===== src/rtl/riscv_rom_arbiter.sv =====
`default_nettype none
// ============================================================================
// Module   : riscv_rom_arbiter
// Purpose  : Two-port round-robin arbiter in front of a single synchronous
//            ROM. Port A is instruction fetch, port B is data load. Each
//            access takes three cycles: grant, issue to ROM, capture data.
// Revision : 1.0 - initial release
// ============================================================================
module riscv_rom_arbiter #(
  parameter int WORD_SIZE  = 32,
  parameter int ADDR_DEPTH = 10
) (
  input  logic                  CLK,
  input  logic                  RESET,
  // Requester A (instruction fetch)
  input  logic                  A_REQ,
  input  logic [ADDR_DEPTH-1:0] A_ADDR,
  output logic                  A_GNT,
  output logic                  A_RVALID,
  output logic [WORD_SIZE-1:0]  A_RDATA,
  // Requester B (data load)
  input  logic                  B_REQ,
  input  logic [ADDR_DEPTH-1:0] B_ADDR,
  output logic                  B_GNT,
  output logic                  B_RVALID,
  output logic [WORD_SIZE-1:0]  B_RDATA,
  // Synchronous ROM
  output logic                  ROM_ENABLE,
  output logic [ADDR_DEPTH-1:0] ROM_ADDR,
  input  logic [WORD_SIZE-1:0]  ROM_DATA
);

  typedef enum logic [1:0] {
    S_IDLE    = 2'd0,
    S_ISSUE   = 2'd1,
    S_CAPTURE = 2'd2
  } state_t;

  localparam logic OWNER_A = 1'b0;
  localparam logic OWNER_B = 1'b1;

  state_t                  state_q, state_d;
  logic                    last_owner_q;   // owner of the most recent grant
  logic                    rom_en_q;
  logic [ADDR_DEPTH-1:0]   rom_addr_q;
  logic                    a_rvalid_q, b_rvalid_q;
  logic [WORD_SIZE-1:0]    a_rdata_q, b_rdata_q;
  logic                    a_gnt_d, b_gnt_d;
  logic                    grant_d;
  logic                    b_wins_d;

  // B wins when it is the only requester, or on a tie when A went last.
  assign b_wins_d = B_REQ && (!A_REQ || (last_owner_q == OWNER_A));
  assign grant_d  = a_gnt_d | b_gnt_d;

  // Next-state and combinational grant; grants are only issued from IDLE
  // and are suppressed while reset is asserted.
  always_comb begin
    state_d = state_q;
    a_gnt_d = 1'b0;
    b_gnt_d = 1'b0;
    case (state_q)
      S_IDLE: begin
        if ((A_REQ || B_REQ) && !RESET) begin
          state_d = S_ISSUE;
          if (b_wins_d) b_gnt_d = 1'b1;
          else          a_gnt_d = 1'b1;
        end
      end
      S_ISSUE:   state_d = S_CAPTURE;
      S_CAPTURE: state_d = S_IDLE;
      default:   state_d = S_IDLE;
    endcase
  end

  // State register; reset aborts any access in flight.
  always_ff @(posedge CLK or posedge RESET) begin
    if (RESET) state_q <= S_IDLE;
    else       state_q <= state_d;
  end

  // Latch the winner at grant time and present it to the ROM during ISSUE.
  always_ff @(posedge CLK or posedge RESET) begin
    if (RESET) begin
      last_owner_q <= OWNER_B;   // so A wins the first tie
      rom_en_q     <= 1'b0;
      rom_addr_q   <= '0;
    end else begin
      rom_en_q <= grant_d;
      if (grant_d) begin
        last_owner_q <= b_gnt_d ? OWNER_B : OWNER_A;
        rom_addr_q   <= b_gnt_d ? B_ADDR : A_ADDR;
      end
    end
  end

  // In CAPTURE, route the ROM word to the owner and flag it for one cycle;
  // the other port's data register is left untouched.
  always_ff @(posedge CLK or posedge RESET) begin
    if (RESET) begin
      a_rvalid_q <= 1'b0;
      b_rvalid_q <= 1'b0;
      a_rdata_q  <= '0;
      b_rdata_q  <= '0;
    end else begin
      a_rvalid_q <= (state_q == S_CAPTURE) && (last_owner_q == OWNER_A);
      b_rvalid_q <= (state_q == S_CAPTURE) && (last_owner_q == OWNER_B);
      if ((state_q == S_CAPTURE) && (last_owner_q == OWNER_A)) a_rdata_q <= ROM_DATA;
      if ((state_q == S_CAPTURE) && (last_owner_q == OWNER_B)) b_rdata_q <= ROM_DATA;
    end
  end

  assign A_GNT      = a_gnt_d;
  assign B_GNT      = b_gnt_d;
  assign A_RVALID   = a_rvalid_q;
  assign B_RVALID   = b_rvalid_q;
  assign A_RDATA    = a_rdata_q;
  assign B_RDATA    = b_rdata_q;
  assign ROM_ENABLE = rom_en_q;
  assign ROM_ADDR   = rom_addr_q;

endmodule
`default_nettype wire


===== config.mk =====
export PLATFORM = sky130hd
export DESIGN_NAME = riscv_rom_arbiter
export DESIGN_NICKNAME = d
export VERILOG_FILES = /design/src/rtl/riscv_rom_arbiter.sv
export SDC_FILE = /design/constraint.sdc
export NUM_CORES = 1
export LEC_CHECK = 0
export CAP_MARGIN = 30
export CORE_AREA = 2 2 77 116
export DETAILED_ROUTE_END_ITERATION = 12
export DIE_AREA = 0 0 79 118
export GPL_TIMING_DRIVEN = 0
export PLACE_DENSITY_LB_ADDON = 0.12
export SKIP_LAST_GASP = 1
export SYNTH_ARGS = -nofsm -noshare
export SYNTH_HDL_FRONTEND = slang
export SYNTH_SLANG_ARGS = --single-unit

===== constraint.sdc =====
create_clock -name CLK -period 2.7 [get_ports CLK]
set_clock_uncertainty 0.15 [all_clocks]
set_input_delay 0.675 -clock CLK [delete_from_list [all_inputs] [get_ports CLK]]
set_output_delay 0.675 -clock CLK [all_outputs]
set_load 0.03 [all_outputs]

==> impl_metrics.py <==
metrics = {
    "synth": {
        "synth-compound-area-share": 0.0685,
        "synth_top_cell_by_area": "dfrtp_1",
        "synthSimpleGateAreaFrac": 0.0215,
        "synth_top_cell_area_share": 0.641,
        "synth_xor_area_frac": 0,
        "yosys_warnings": 0,
        "synth_area_leaders": "dfrtp_1, mux2_2, a2bb2oi_1",
        "synth_area_um2": 3090,
        "synthCells": 190,
        "synthAdderAreaFrac": 0,
        "ys_seq_area_frac": 0.649,
        "synth_top_family_by_area": "multiplexers",
        "syn_avg_cell_area_um2": 16.2,
        "synth.area.mux_share": 0.234,
        "syn_nets": 246,
        "synth_cell_types": 21,
        "synth_seq_cells": 80,
    },
    "place": {
        "place_congestion": 0.745,
        "place_hpwl_um": 5010,
        "port_buffers": 134,
        "place_ws_ns": -0.641,
        "dp_cells": 432,
    },
    "final_layout": {
        "antenna_cells": 0,
        "area_growth_pct": 57.8,
        "finalNetCount": 392,
        "stdcell_count": 447,
        "drive_gt1_frac": 0.288,
    },
    "power": {
        "report.power.total_mw": 6.11,
        "vdd_drop_max_mv": 0.628,
        "p_leak_nw": 2.03,
        "p_per_area_nw_per_um2": 1260,
    },
    "sta": {
        "rsz0062_at_grt": "false",
        "post-route-min-period_ns": 2.57,
        "setup_viol": 0,
        "worstMarginPinSlew_ns": 0.820,
        "worst_slack_ns": 0.131,
        "hold_ws_ns": 0.351,
        "slew_headroom": 0.452,
        "fmax_mhz": 389,
        "period_share": 0.951,
        "hold_violations": 0,
        "slew_viol_final": 0,
    },
    "clocking": {
        "clk_latency_ns": 0.32,
        "numCtsBuffers": 9,
        "cts.clk_slew.worst_paths_ns": 0.06,
        "hold_buffers": 0,
        "htreeDepth": 3,
        "root_buffer": "clkbuf_16",
        "cts_tree": "built",
        "cts_buffer_depth": 2,
        "numClockSinks": 80,
    },
    "setup_path": {
        "crit_path_max_fanout": 10,
        "crit_required_ns": 1.88,
        "critical_path_class": "in2out",
        "r2r_start": "state_q[1]",
        "critical_path_arrival_ns": 1.74,
        "end_kind": "output port",
        "r2r_end": "A_RDATA[16]",
        "r2r_cells": 3,
        "r2r_slack_ns": 0.91,
        "crit_path_start_kind": "primary input",
    },
    "grt": {
        "grt_pass1_vias": 2321,
        "grt_max_degree": 44,
        "grt_pass1_wl_um": 11400,
        "antenna_found_initial": 0,
        "grt-ovfl-total": 0,
        "grt_usage": 0.156,
    },
    "detailed_routing": {
        "antenna_left": 0,
        "dr.pass1.iters": 2,
        "drc": 0,
        "first_iter_violations": 42,
        "vias_per_cell": 4.79,
        "num_vias": 2141,
        "wl_per_cell_um": 15.3,
        "routed_wl_um": 6840,
    },
    "min_path": {
        "worstHoldStart": "B_RDATA[14]",
        "min_to": "B_RDATA[14]",
        "hold_class": "reg2reg",
        "whs_path_depth": 1,
    },
    "floorplan": {
        "dieWidth_um": 79,
        "die_h_um": 118,
        "row_count": 41,
        "core-area_um2": 8310,
        "initial_core_util": 0.371,
        "die_area_um2": 9320,
        "ioPinCount": 135,
    },
    "run": {
        "max_cap_viol_count": 0,
    },
    "run_status": {
        "status": "finished, final reports clean",
    },
}
state kept, by name (all words and copies together), names as in the netlist:
name          cells
B_RVALID          1
A_RDATA          32
ROM_ENABLE        1
A_RVALID          1
ROM_ADDR         10
state_q           2
B_RDATA          32
last_owner_q      1
critical path: stages:
cell and delay, ns:
dlygate4sd2_1 0.27, a21bo_2 0.25, buf_2 0.18, nor4_2 0.17
buf_4 0.20
layer usage:
layer,track usage,vias to the layer above,share of wire
met5,0,-,0
met4,0.0550,0,0.013
met3,0.0590,6,0.082
met2,0.265,92,0.51
met1,0.178,1051,0.40
li1,-,992,-
per-stage QoR:
stage / utilization / TNS, ns / instance area (um^2)
2_1_floorplan: - / 0 / 3100
3_3_place_gp: 0.550 / -3.49 / 4570
3_5_place_dp: 0.552 / -1.24 / 4590
4_1_cts: 0.586 / 0 / 4870
5_1_grt: 0.586 / 0 / 4870
6_report: 0.586 / 0 / 4870
worst max path at each step:
stage	startpoint	end	slack [ns]	cells after the start
2_1_floorplan	B_REQ	A_GNT	0.14	3
3_3_place_gp	B_REQ	B_GNT	-0.65	5
3_5_place_dp	B_REQ	B_GNT	-0.64	5
4_1_cts	RESET	A_GNT	0.02	4
5_1_grt	B_REQ	B_GNT	0.07	5
6_report	B_REQ	B_GNT	0.13	5
synthesized netlist by cell type, drive strengths merged:
cell,count
mux2,64
o21a,2
dfrtp,79
nand3b,1
a21oi,1
a21bo,1
a2bb2oi,10
nor3b,2
inv,3
dfstp,1
nor4,1
o32ai,10
a31oi,1
nor3,1
nor2b,2
clkbuf,3
buf,8
kinds of logic (layout without fill, tap and decap cells):
kind of cell | after synthesis | count (layout)
mux | 64 | 64
simple gates | 7 | 7
compound gates | 25 | 25
flops | 80 | 80
buf+inv | 14 | 164
cell usage in the layout (no fill, tap or decap), drive strengths merged:
cell type        n
a2bb2oi         10
a21oi            1
nor3b            2
dfstp            1
dfrtp           79
a21bo            1
dlymetal6s2s     1
clkinvlp         1
clkinv           4
inv              2
buf             12
clkdlybuf4s50  129
mux2            64
clkbuf          13
nor3             1
nor2b            2
o21a             2
nand3b           1
dlygate4sd2      2
o32ai           10
a31oi            1
nor4             1
timing repair:
action / in CTS / in global routing
gates cloned: 0 / 0
setup endpoints to repair: 2 / 1
buffers inserted: 1 / 0
resized for setup: 18 / 1
endpoints found under the hold margin: 0 / 0
pin swaps: 1 / 0
area by class of cell:
class / count / area, um^2
inverter: 3 / 15.0
multi-input combinational: 96 / 1010
timing repair buffer: 136 / 1360
clock buffer: 11 / 253
sequential: 80 / 2000
fill: 718 / 3440
tap: 107 / 134
buffer: 10 / 70.1
clock inverter: 4 / 20.0
where the power goes:
| group | switching [mW] | leakage [nW] | internal (mW) |
|---|---|---|---|
| clock network | 0.444 | 0.141 | 0.660 |
| logic | 1.58 | 0.943 | 1.41 |
| registers | 0.274 | 0.942 | 1.75 |
No activity file was read; power rests on OpenSTA's default activity.
